File: src/rtl/rf_port_if.sv
// Requester-side bundle of rf_port_ctrl: two write requesters, the port-A reader and the port-B reader.
interface rf_port_if #(
    parameter int unsigned PW = 2,
    parameter int unsigned DW = 8
);
    logic          w0_valid;
    logic [PW-1:0] w0_addr;
    logic [DW-1:0] w0_data;
    logic          w0_ready;

    logic          w1_valid;
    logic [PW-1:0] w1_addr;
    logic [DW-1:0] w1_data;
    logic          w1_ready;

    logic          ra_valid;
    logic [PW-1:0] ra_addr;
    logic          ra_ready;
    logic [DW-1:0] ra_data;

    logic [PW-1:0] rb_addr;
    logic [DW-1:0] rb_data;

    modport master (
        output w0_valid, w0_addr, w0_data,
        input  w0_ready,
        output w1_valid, w1_addr, w1_data,
        input  w1_ready,
        output ra_valid, ra_addr,
        input  ra_ready, ra_data,
        output rb_addr,
        input  rb_data
    );

    modport slave (
        input  w0_valid, w0_addr, w0_data,
        output w0_ready,
        input  w1_valid, w1_addr, w1_data,
        output w1_ready,
        input  ra_valid, ra_addr,
        output ra_ready, ra_data,
        input  rb_addr,
        output rb_data
    );
endinterface

File: src/rtl/rf_port_ctrl.sv
// Register-file port-A sharing: round-robin between two writers, streak-limited stalling of the reader.
// Optional stall counter output stall_cnt is enabled by defining RF_PERF_CNT_EN.
module rf_port_ctrl #(
    parameter int unsigned PW     = 2,
    parameter int unsigned DW     = 8,
    parameter int unsigned STREAK = 3
) (
    input  logic          clk,
    input  logic          reset,
    rf_port_if.slave      rf_bus,
    output logic          rf_wr_en,
    output logic [PW-1:0] rf_addrA,
    output logic [PW-1:0] rf_addrB,
    output logic [DW-1:0] rf_dat_in,
    input  logic [DW-1:0] rf_datA,
    input  logic [DW-1:0] rf_datB
`ifdef RF_PERF_CNT_EN
    ,
    output logic [15:0]   stall_cnt
`endif
);
    localparam int unsigned SW = 4;
    localparam logic [SW-1:0] STREAK_MAX = SW'(STREAK);

    logic          rr_pref;
    logic          rr_pref_nxt;
    logic [SW-1:0] streak;
    logic [SW-1:0] streak_nxt;
    logic          force_rd_c;
    logic          gnt0_c;
    logic          gnt1_c;

    // Grant decision; nothing is granted while reset is high.
    always_comb begin
        force_rd_c = rf_bus.ra_valid && (streak == STREAK_MAX);
        gnt0_c = !reset && !force_rd_c && rf_bus.w0_valid && (!rf_bus.w1_valid || !rr_pref);
        gnt1_c = !reset && !force_rd_c && rf_bus.w1_valid && (!rf_bus.w0_valid || rr_pref);
    end

    // Port-A steering and handshakes; a read sharing the write address sees the pre-write value.
    always_comb begin
        rf_addrA  = rf_bus.ra_addr;
        rf_dat_in = rf_bus.w0_data;
        if (gnt0_c) begin
            rf_addrA = rf_bus.w0_addr;
        end else if (gnt1_c) begin
            rf_addrA  = rf_bus.w1_addr;
            rf_dat_in = rf_bus.w1_data;
        end
        rf_wr_en        = gnt0_c || gnt1_c;
        rf_bus.w0_ready = gnt0_c;
        rf_bus.w1_ready = gnt1_c;
        rf_bus.ra_ready = !reset && rf_bus.ra_valid
                          && (!rf_wr_en || (rf_bus.ra_addr == rf_addrA));
    end

    assign rf_addrB       = rf_bus.rb_addr;
    assign rf_bus.rb_data = rf_datB;
    assign rf_bus.ra_data = rf_datA;

    // Next-state: preference flips away from the last granted writer; streak counts stalled read cycles.
    always_comb begin
        rr_pref_nxt = rr_pref;
        streak_nxt  = '0;
        if (gnt0_c) begin
            rr_pref_nxt = 1'b1;
        end else if (gnt1_c) begin
            rr_pref_nxt = 1'b0;
        end
        if (rf_bus.ra_valid && !rf_bus.ra_ready) begin
            streak_nxt = (streak >= STREAK_MAX) ? STREAK_MAX : streak + SW'(1);
        end
    end

    always_ff @(posedge clk or posedge reset) begin
        if (reset) begin
            rr_pref <= 1'b0;
            streak  <= '0;
        end else begin
            rr_pref <= rr_pref_nxt;
            streak  <= streak_nxt;
        end
    end

`ifdef RF_PERF_CNT_EN
    logic stall_c;

    // One count per cycle in which any requester waits, however many are waiting.
    assign stall_c = (rf_bus.w0_valid && !rf_bus.w0_ready)
                  || (rf_bus.w1_valid && !rf_bus.w1_ready)
                  || (rf_bus.ra_valid && !rf_bus.ra_ready);

    always_ff @(posedge clk or posedge reset) begin
        if (reset) begin
            stall_cnt <= '0;
        end else if (stall_c && (stall_cnt != 16'hFFFF)) begin
            stall_cnt <= stall_cnt + 16'd1;
        end
    end
`endif
endmodule

File: src/flat_wrapper.sv
// flat-port wrapper written by rule: the top's interface ports become plain ports
module rf_port_ctrl_flat 
#(
    parameter int unsigned PW     = 2,
    parameter int unsigned DW     = 8,
    parameter int unsigned STREAK = 3
)
  (clk, reset, rf_wr_en, rf_addrA, rf_addrB, rf_dat_in, rf_datA, rf_datB, rf_bus_w0_valid, rf_bus_w0_addr, rf_bus_w0_data, rf_bus_w0_ready, rf_bus_w1_valid, rf_bus_w1_addr, rf_bus_w1_data, rf_bus_w1_ready, rf_bus_ra_valid, rf_bus_ra_addr, rf_bus_ra_ready, rf_bus_ra_data, rf_bus_rb_addr, rf_bus_rb_data);
  rf_port_if #(.PW(PW), .DW(DW)) rf_bus_i ();
  input  logic clk;
  input  logic reset;
  output logic rf_wr_en;
  output logic [PW-1:0] rf_addrA;
  output logic [PW-1:0] rf_addrB;
  output logic [DW-1:0] rf_dat_in;
  input  logic [DW-1:0] rf_datA;
  input  logic [DW-1:0] rf_datB;
  input wire logic [$bits(rf_bus_i.w0_valid)-1:0] rf_bus_w0_valid;
  input wire logic [$bits(rf_bus_i.w0_addr)-1:0] rf_bus_w0_addr;
  input wire logic [$bits(rf_bus_i.w0_data)-1:0] rf_bus_w0_data;
  output wire logic [$bits(rf_bus_i.w0_ready)-1:0] rf_bus_w0_ready;
  input wire logic [$bits(rf_bus_i.w1_valid)-1:0] rf_bus_w1_valid;
  input wire logic [$bits(rf_bus_i.w1_addr)-1:0] rf_bus_w1_addr;
  input wire logic [$bits(rf_bus_i.w1_data)-1:0] rf_bus_w1_data;
  output wire logic [$bits(rf_bus_i.w1_ready)-1:0] rf_bus_w1_ready;
  input wire logic [$bits(rf_bus_i.ra_valid)-1:0] rf_bus_ra_valid;
  input wire logic [$bits(rf_bus_i.ra_addr)-1:0] rf_bus_ra_addr;
  output wire logic [$bits(rf_bus_i.ra_ready)-1:0] rf_bus_ra_ready;
  output wire logic [$bits(rf_bus_i.ra_data)-1:0] rf_bus_ra_data;
  input wire logic [$bits(rf_bus_i.rb_addr)-1:0] rf_bus_rb_addr;
  output wire logic [$bits(rf_bus_i.rb_data)-1:0] rf_bus_rb_data;
  assign rf_bus_i.w0_valid = rf_bus_w0_valid;
  assign rf_bus_i.w0_addr = rf_bus_w0_addr;
  assign rf_bus_i.w0_data = rf_bus_w0_data;
  assign rf_bus_w0_ready = rf_bus_i.w0_ready;
  assign rf_bus_i.w1_valid = rf_bus_w1_valid;
  assign rf_bus_i.w1_addr = rf_bus_w1_addr;
  assign rf_bus_i.w1_data = rf_bus_w1_data;
  assign rf_bus_w1_ready = rf_bus_i.w1_ready;
  assign rf_bus_i.ra_valid = rf_bus_ra_valid;
  assign rf_bus_i.ra_addr = rf_bus_ra_addr;
  assign rf_bus_ra_ready = rf_bus_i.ra_ready;
  assign rf_bus_ra_data = rf_bus_i.ra_data;
  assign rf_bus_i.rb_addr = rf_bus_rb_addr;
  assign rf_bus_rb_data = rf_bus_i.rb_data;
  rf_port_ctrl #(.PW(PW), .DW(DW), .STREAK(STREAK)) u_core (.clk(clk), .reset(reset), .rf_bus(rf_bus_i), .rf_wr_en(rf_wr_en), .rf_addrA(rf_addrA), .rf_addrB(rf_addrB), .rf_dat_in(rf_dat_in), .rf_datA(rf_datA), .rf_datB(rf_datB));
endmodule
File: config.mk
export PLATFORM = sky130hd
export DESIGN_NAME = rf_port_ctrl_flat
export DESIGN_NICKNAME = d
export VERILOG_FILES = /design/src/rtl/rf_port_if.sv /design/src/rtl/rf_port_ctrl.sv /design/src/flat_wrapper.sv
export SDC_FILE = /design/constraint.sdc
export NUM_CORES = 1
export LEC_CHECK = 0
export BUFFER_PORTS_ARGS = -buffer_cell sky130_fd_sc_hd__buf_2
export CORE_ASPECT_RATIO = 0.9
export CORE_MARGIN = 2
export CORE_UTILIZATION = 32
export CTS_CLUSTER_SIZE = 28
export DETAILED_ROUTE_END_ITERATION = 7
export GPL_TIMING_DRIVEN = 0
export PLACE_DENSITY = 0.8
export SETUP_SLACK_MARGIN = 0.5
export SYNTH_ARGS = -nofsm -noshare
export SYNTH_HDL_FRONTEND = slang
export SYNTH_SLANG_ARGS = --single-unit
File: constraint.sdc
create_clock -name clk -period 2 [get_ports clk]
set_input_delay 0.2 -clock clk [delete_from_list [all_inputs] [get_ports clk]]
set_output_delay 0.2 -clock clk [all_outputs]
set_load 0.02 [all_outputs]
After elaboration in Yosys (flattened, before gate mapping)
Index checks and enable logic that the tools add are counted.
Widths: inputs -> output; s select.
{ "word_totals": {"output_inout_bits": 32, "wordCells": 35, "register_bits": 5, "input_bits": 45} }
{ "op_classes": {"add_sub_neg": 1, "n_lt_le_gt_ge": 1, "n_mux": 8, "n_reduce_logical": 21, "eq_ne": 2} }
{ "ops": {"columns": ["operator", "count"], "rows": [
  ["$mux 8", 2],
  ["$logic_and 1x1->1", 9],
  ["$mux 4", 2],
  ["$logic_not 1->1", 7],
  ["$add 4x1->4 const B", 1],
  ["$eq 4x2->1 const B", 1],
  ["$ge 4x2->1 const B", 1],
  ["$logic_or 1x1->1", 4],
  ["$mux 2", 2],
  ["$eq 2x2->1", 1],
  ["$mux 1", 2],
  ["$reduce_bool 2->1", 1]
]} }

Depth between registers and ports, before layout
{ "depth": {"word_depth": 14, "ltp_mapped": 5, "mapped_depth_nobuf": 5} }

Least setup slack after synthesis
Ideal clock, no wire load.
{ "synth_timing": {"path_kind": "reg2out", "startpoint": "register u_core.streak[0]", "endpoint": "output rf_addrA[0]", "required_time_ns": 1.800, "stages_incl_launch_ff": 6, "arrival_ns": 1.771, "setup_slack_ns": 0.029, "path_cell_list": "dfrtp_1 ha_1 nor3b_2 a21o_4 nor2_1 a2bb2oi_1"} }
{ "synth_between": {"elab_chain_len": 8, "word_cells_on_any_way": 10, "cone_classes": "eq/ne: 1; mux: 2; reduce/logical: 7"} }
{ "synth_rtl": {"columns": ["item", "line", "text"], "rows": [
  ["start, declared", "rf_port_ctrl.sv:27", "logic [SW-1:0] streak;"],
  ["start signal, assigned", "rf_port_ctrl.sv:81", "streak <= streak_nxt;"],
  ["$eq 4x2->1 (*)", "rf_port_ctrl.sv:35", "force_rd_c = rf_bus.ra_valid && (streak == STREAK_MAX);"],
  ["$logic_and 1x1->1 (*)", "rf_port_ctrl.sv:35", null],
  ["$logic_not 1->1 (*)", "rf_port_ctrl.sv:36, rf_port_ctrl.sv:37", null],
  ["$logic_and 1x1->1 (*)", "rf_port_ctrl.sv:36, rf_port_ctrl.sv:37", null],
  ["$logic_and 1x1->1 (2 in series)", "rf_port_ctrl.sv:37", "gnt1_c = !reset && !force_rd_c && rf_bus.w1_valid && (!rf_bus.w0_valid || rr_pref);"],
  ["$mux 2", "rf_port_ctrl.sv:46", "end else if (gnt1_c) begin"],
  ["$mux 2 (*)", "rf_port_ctrl.sv:44", "if (gnt0_c) begin"],
  ["end, declared", "flat_wrapper.sv:13", "output logic [PW-1:0] rf_addrA;"]
]} }
Mark *: on every way between the ends. The rest lies on a longest branch, timed or not.

Worst setup path in the final report
{ "layout_timing": {"startpoint": "register u_core.streak[0]", "endpoint": "output rf_dat_in[3]"} }
{ "layout_between": {"elab_chain_len": 8, "word_cells_on_any_way": 10, "cone_classes": "eq/ne: 1; mux: 2; reduce/logical: 7"} }
{ "layout_rtl": {"columns": ["item", "line", "text"], "rows": [
  ["$eq 4x2->1 (*)", "rf_port_ctrl.sv:35", null],
  ["$logic_and 1x1->1 (*)", "rf_port_ctrl.sv:35", null],
  ["$logic_not 1->1 (*)", "rf_port_ctrl.sv:36, rf_port_ctrl.sv:37", null],
  ["$logic_and 1x1->1 (*)", "rf_port_ctrl.sv:36, rf_port_ctrl.sv:37", null],
  ["$logic_and 1x1->1 (2 in series)", "rf_port_ctrl.sv:37", null],
  ["$mux 8", "rf_port_ctrl.sv:46", null],
  ["$mux 8 (*)", "rf_port_ctrl.sv:44", null],
  ["end, declared", "flat_wrapper.sv:15", "output logic [DW-1:0] rf_dat_in;"]
]} }
Marked as above.

==> flow_metrics.tcl <==
set metrics [dict create \
    dp_hpwl_um 1445 \
    synth_top_area_share_pct 22.00 \
    cts_tree "done" \
    cp-start-kind "flip-flop" \
    htreeDepth 1 \
    ctsLongestPathBuffers 2 \
    skew_ps 0.7977 \
    vias_per_cell 4.458 \
    std_cell_rows 15 \
    worstSetupEndpointType "output pin" \
    cap_violations 0 \
    netlist_area_sq_um 614.3 \
    die-area_sq_um 2287 \
    grt_max_degree 6 \
    dp_cells 152 \
    worstPathRequired_ps 1800 \
    p_leak_nw 0.6558 \
    clock-sinks 5 \
    r2r_start "u_core.streak[0]" \
    synthTopCellsByCount "buf_4 (18), mux2_2 (6), dfrtp_1 (5), nand2_1 (5), nor2_1 (5)" \
    holdWs_ps 214.2 \
    fin_crit_ps 2024 \
    worstSkewPairLatency_ps 240 \
    outcome "complete, but fails checks" \
    root_buffer "clkbuf_4" \
    vias 740 \
    drt_pass1_iterations 4 \
    fp.dieH_um 45.57 \
    cp.arrival_ps 1820 \
    hp-start "rf_bus_w1_valid" \
    drt_wl_total_um 1935 \
    io_pins 77 \
    synth.most_common_cell "buf_4" \
    wl_per_cell_um 11.66 \
    fin_cells 166 \
    synth_warnings 0 \
    final_nets 188 \
    grt_pass1_vias 592 \
    finalSetupViolations 8 \
    violations "setup timing" \
    synth-seq-cells 5 \
    finalMaxSlewViolations 0 \
    grt.overflow.total 0 \
    reg2reg_depth 8 \
    syn_to_final_growth_pct 99.39 \
    async_reset_ff_share_pct 100.0 \
    path_clk_slew_ps 40 \
    rsz0062_at_grt "true" \
    drive_above_1_share_pct 78.01 \
    period_share_pct 101.2 \
    yosys-top-cells-area "buf_4 (22%), dfrtp_1 (20%), mux2_2 (11%)" \
    drc_errors 0 \
    numCtsBuffers 3 \
    ys_seq_area_share_pct 20.37 \
    synthDistinctLibCells 22 \
    synth_edf_count 0 \
    drtAntennaViolNets 0 \
    place.gp.congestion 0.8084 \
    diodes 0 \
    port_buffers 58 \
    crit_type "reg2out" \
    die_x_um 50.19 \
    max_freq_ghz 0.4940 \
    crit_start "u_core.streak[0]" \
    synthCells 68 \
    ir_worst_vdd_uv 318.1 \
    hp-class "in2reg" \
    start_util_pct 33.06 \
    cp_max_fo 4 \
    min_path_cells 2 \
    grt.total_usage_pct 14.52 \
    dpl-instance-area_sq_um 985.9 \
    drt_iter0_markers 3 \
    synth_area_leader_cell "buf_4" \
    fin_ws_ps -24.42 \
    hold_violations 0 \
    powerDensity_nw_per_um2 457.7 \
    core_area_sq_um 1858 \
    grt_pass1_wl_um 2456 \
    design_area_sq_um 1225 \
    antenna_found_initial 0 \
    fill_cells 148 \
    synth.avg_cell_area_sq_um 9.034 \
    ys.flop_type "dfrtp_1" \
]
[through the flow]
step | worst slack (ps) | setup TNS, ps | utilization [%] | power, mW
global route | -81.78 | -613.5 | 65.93 | 0.5938
floorplan | 317.5 | 0 | - | 0.3017
finish | -24.42 | -143.8 | 65.93 | 0.5606
CTS | -34.81 | -201.7 | 61.41 | 0.5413
detailed placement | 180.9 | 0 | 53.06 | 0.3838
global placement | 208.2 | 0 | 53.06 | 0.3774
[repair_timing]
action | CTS | global route
setup endpoints to repair | 15 | 14
resized for setup | 28 | 10
gates cloned | 1 | 0
buffers inserted | 2 | 6
endpoints found under the hold margin | 5 | 0
pin swaps | 5 | 5
hold buffers | 1 | 0
[registers in the layout, summed over array words and instances, names as in the netlist]
register,cells
u_core.streak,4
u_core.rr_pref,1
[where the power goes]
part           internal, mW  switching [mW]  leakage [nW]
clock network        0.0752          0.0375        0.0150
logic                 0.170           0.154         0.581
registers             0.112          0.0119        0.0595
[per-layer routing]
| layer | wire length (um) | vias to the layer above | part of all wire [%] | track usage, % |
|---|---|---|---|---|
| met5 | 0 | - | 0 | 0 |
| met4 | 15 | 0 | 0.78 | 10.00 |
| met3 | 150 | 2 | 7.8 | 2.303 |
| met2 | 1113 | 42 | 58 | 28.16 |
| met1 | 656 | 331 | 34 | 14.43 |
| li1 | - | 365 | - | - |
[path summary, 6_finish.rpt]
check,slack [ps],to
min in group asynchronous,530,u_core.rr_pref
hold reg to reg,600,u_core.rr_pref
setup reg to reg,420,u_core.rr_pref
hold / removal,210,u_core.rr_pref
max in group asynchronous,1280,u_core.streak[1]
setup / recovery,-20,rf_dat_in[3]
[cell usage in the layout, fill, tap and decap left out, drive strengths merged]
| cell type | count |
|---|---|
| a21o | 1 |
| a21oi | 3 |
| a2bb2oi | 2 |
| a31oi | 1 |
| and3 | 2 |
| buf | 84 |
| clkbuf | 4 |
| conb | 2 |
| dfrtp | 5 |
| dlygate4sd3 | 1 |
| ha | 1 |
| inv | 2 |
| mux2 | 8 |
| nand2 | 5 |
| nand2b | 1 |
| nor2 | 7 |
| nor3 | 1 |
| nor3b | 1 |
| o21a | 2 |
| o21ai | 1 |
| o22ai | 3 |
| xor2 | 4 |
[worst max-delay path, stage by stage, from the launching register on]
cell and delay, ps:
dfrtp_1 380, ha_2 180, nor3b_4 150, a21o_4 250
nor2_4 180, mux2_4 320, buf_6 130
[cells by family (layout without fill, tap and decap cells)]
family | count (synthesis) | count (layout) | synth area share (%)
AO/OA/AOI/OAI | 13 | 13 | 16.90
XOR/XNOR | 4 | 4 | 5.702
adder cells (fa/ha/maj) | 1 | 1 | 2.036
buffers and inverters | 20 | 91 | 23.22
flip-flops | 5 | 5 | 20.37
multiplexers | 8 | 8 | 15.89
other | 1 | 2 | 0.6104
AND/OR/NAND/NOR | 16 | 17 | 15.27
[layout make-up]
class / instances / area (sq um) / share of cell area (%)
buffer: 18 / 135.1 / 11.03
timing repair buffer: 67 / 451.7 / 36.87
sequential: 5 / 125.1 / 10.21
clock buffer: 4 / 26.28 / 2.145
inverter: 2 / 7.507 / 0.6129
tap: 25 / 31.28 / 2.554
multi-input combinational: 45 / 447.9 / 36.57
Power figures use the tool's default switching activity.
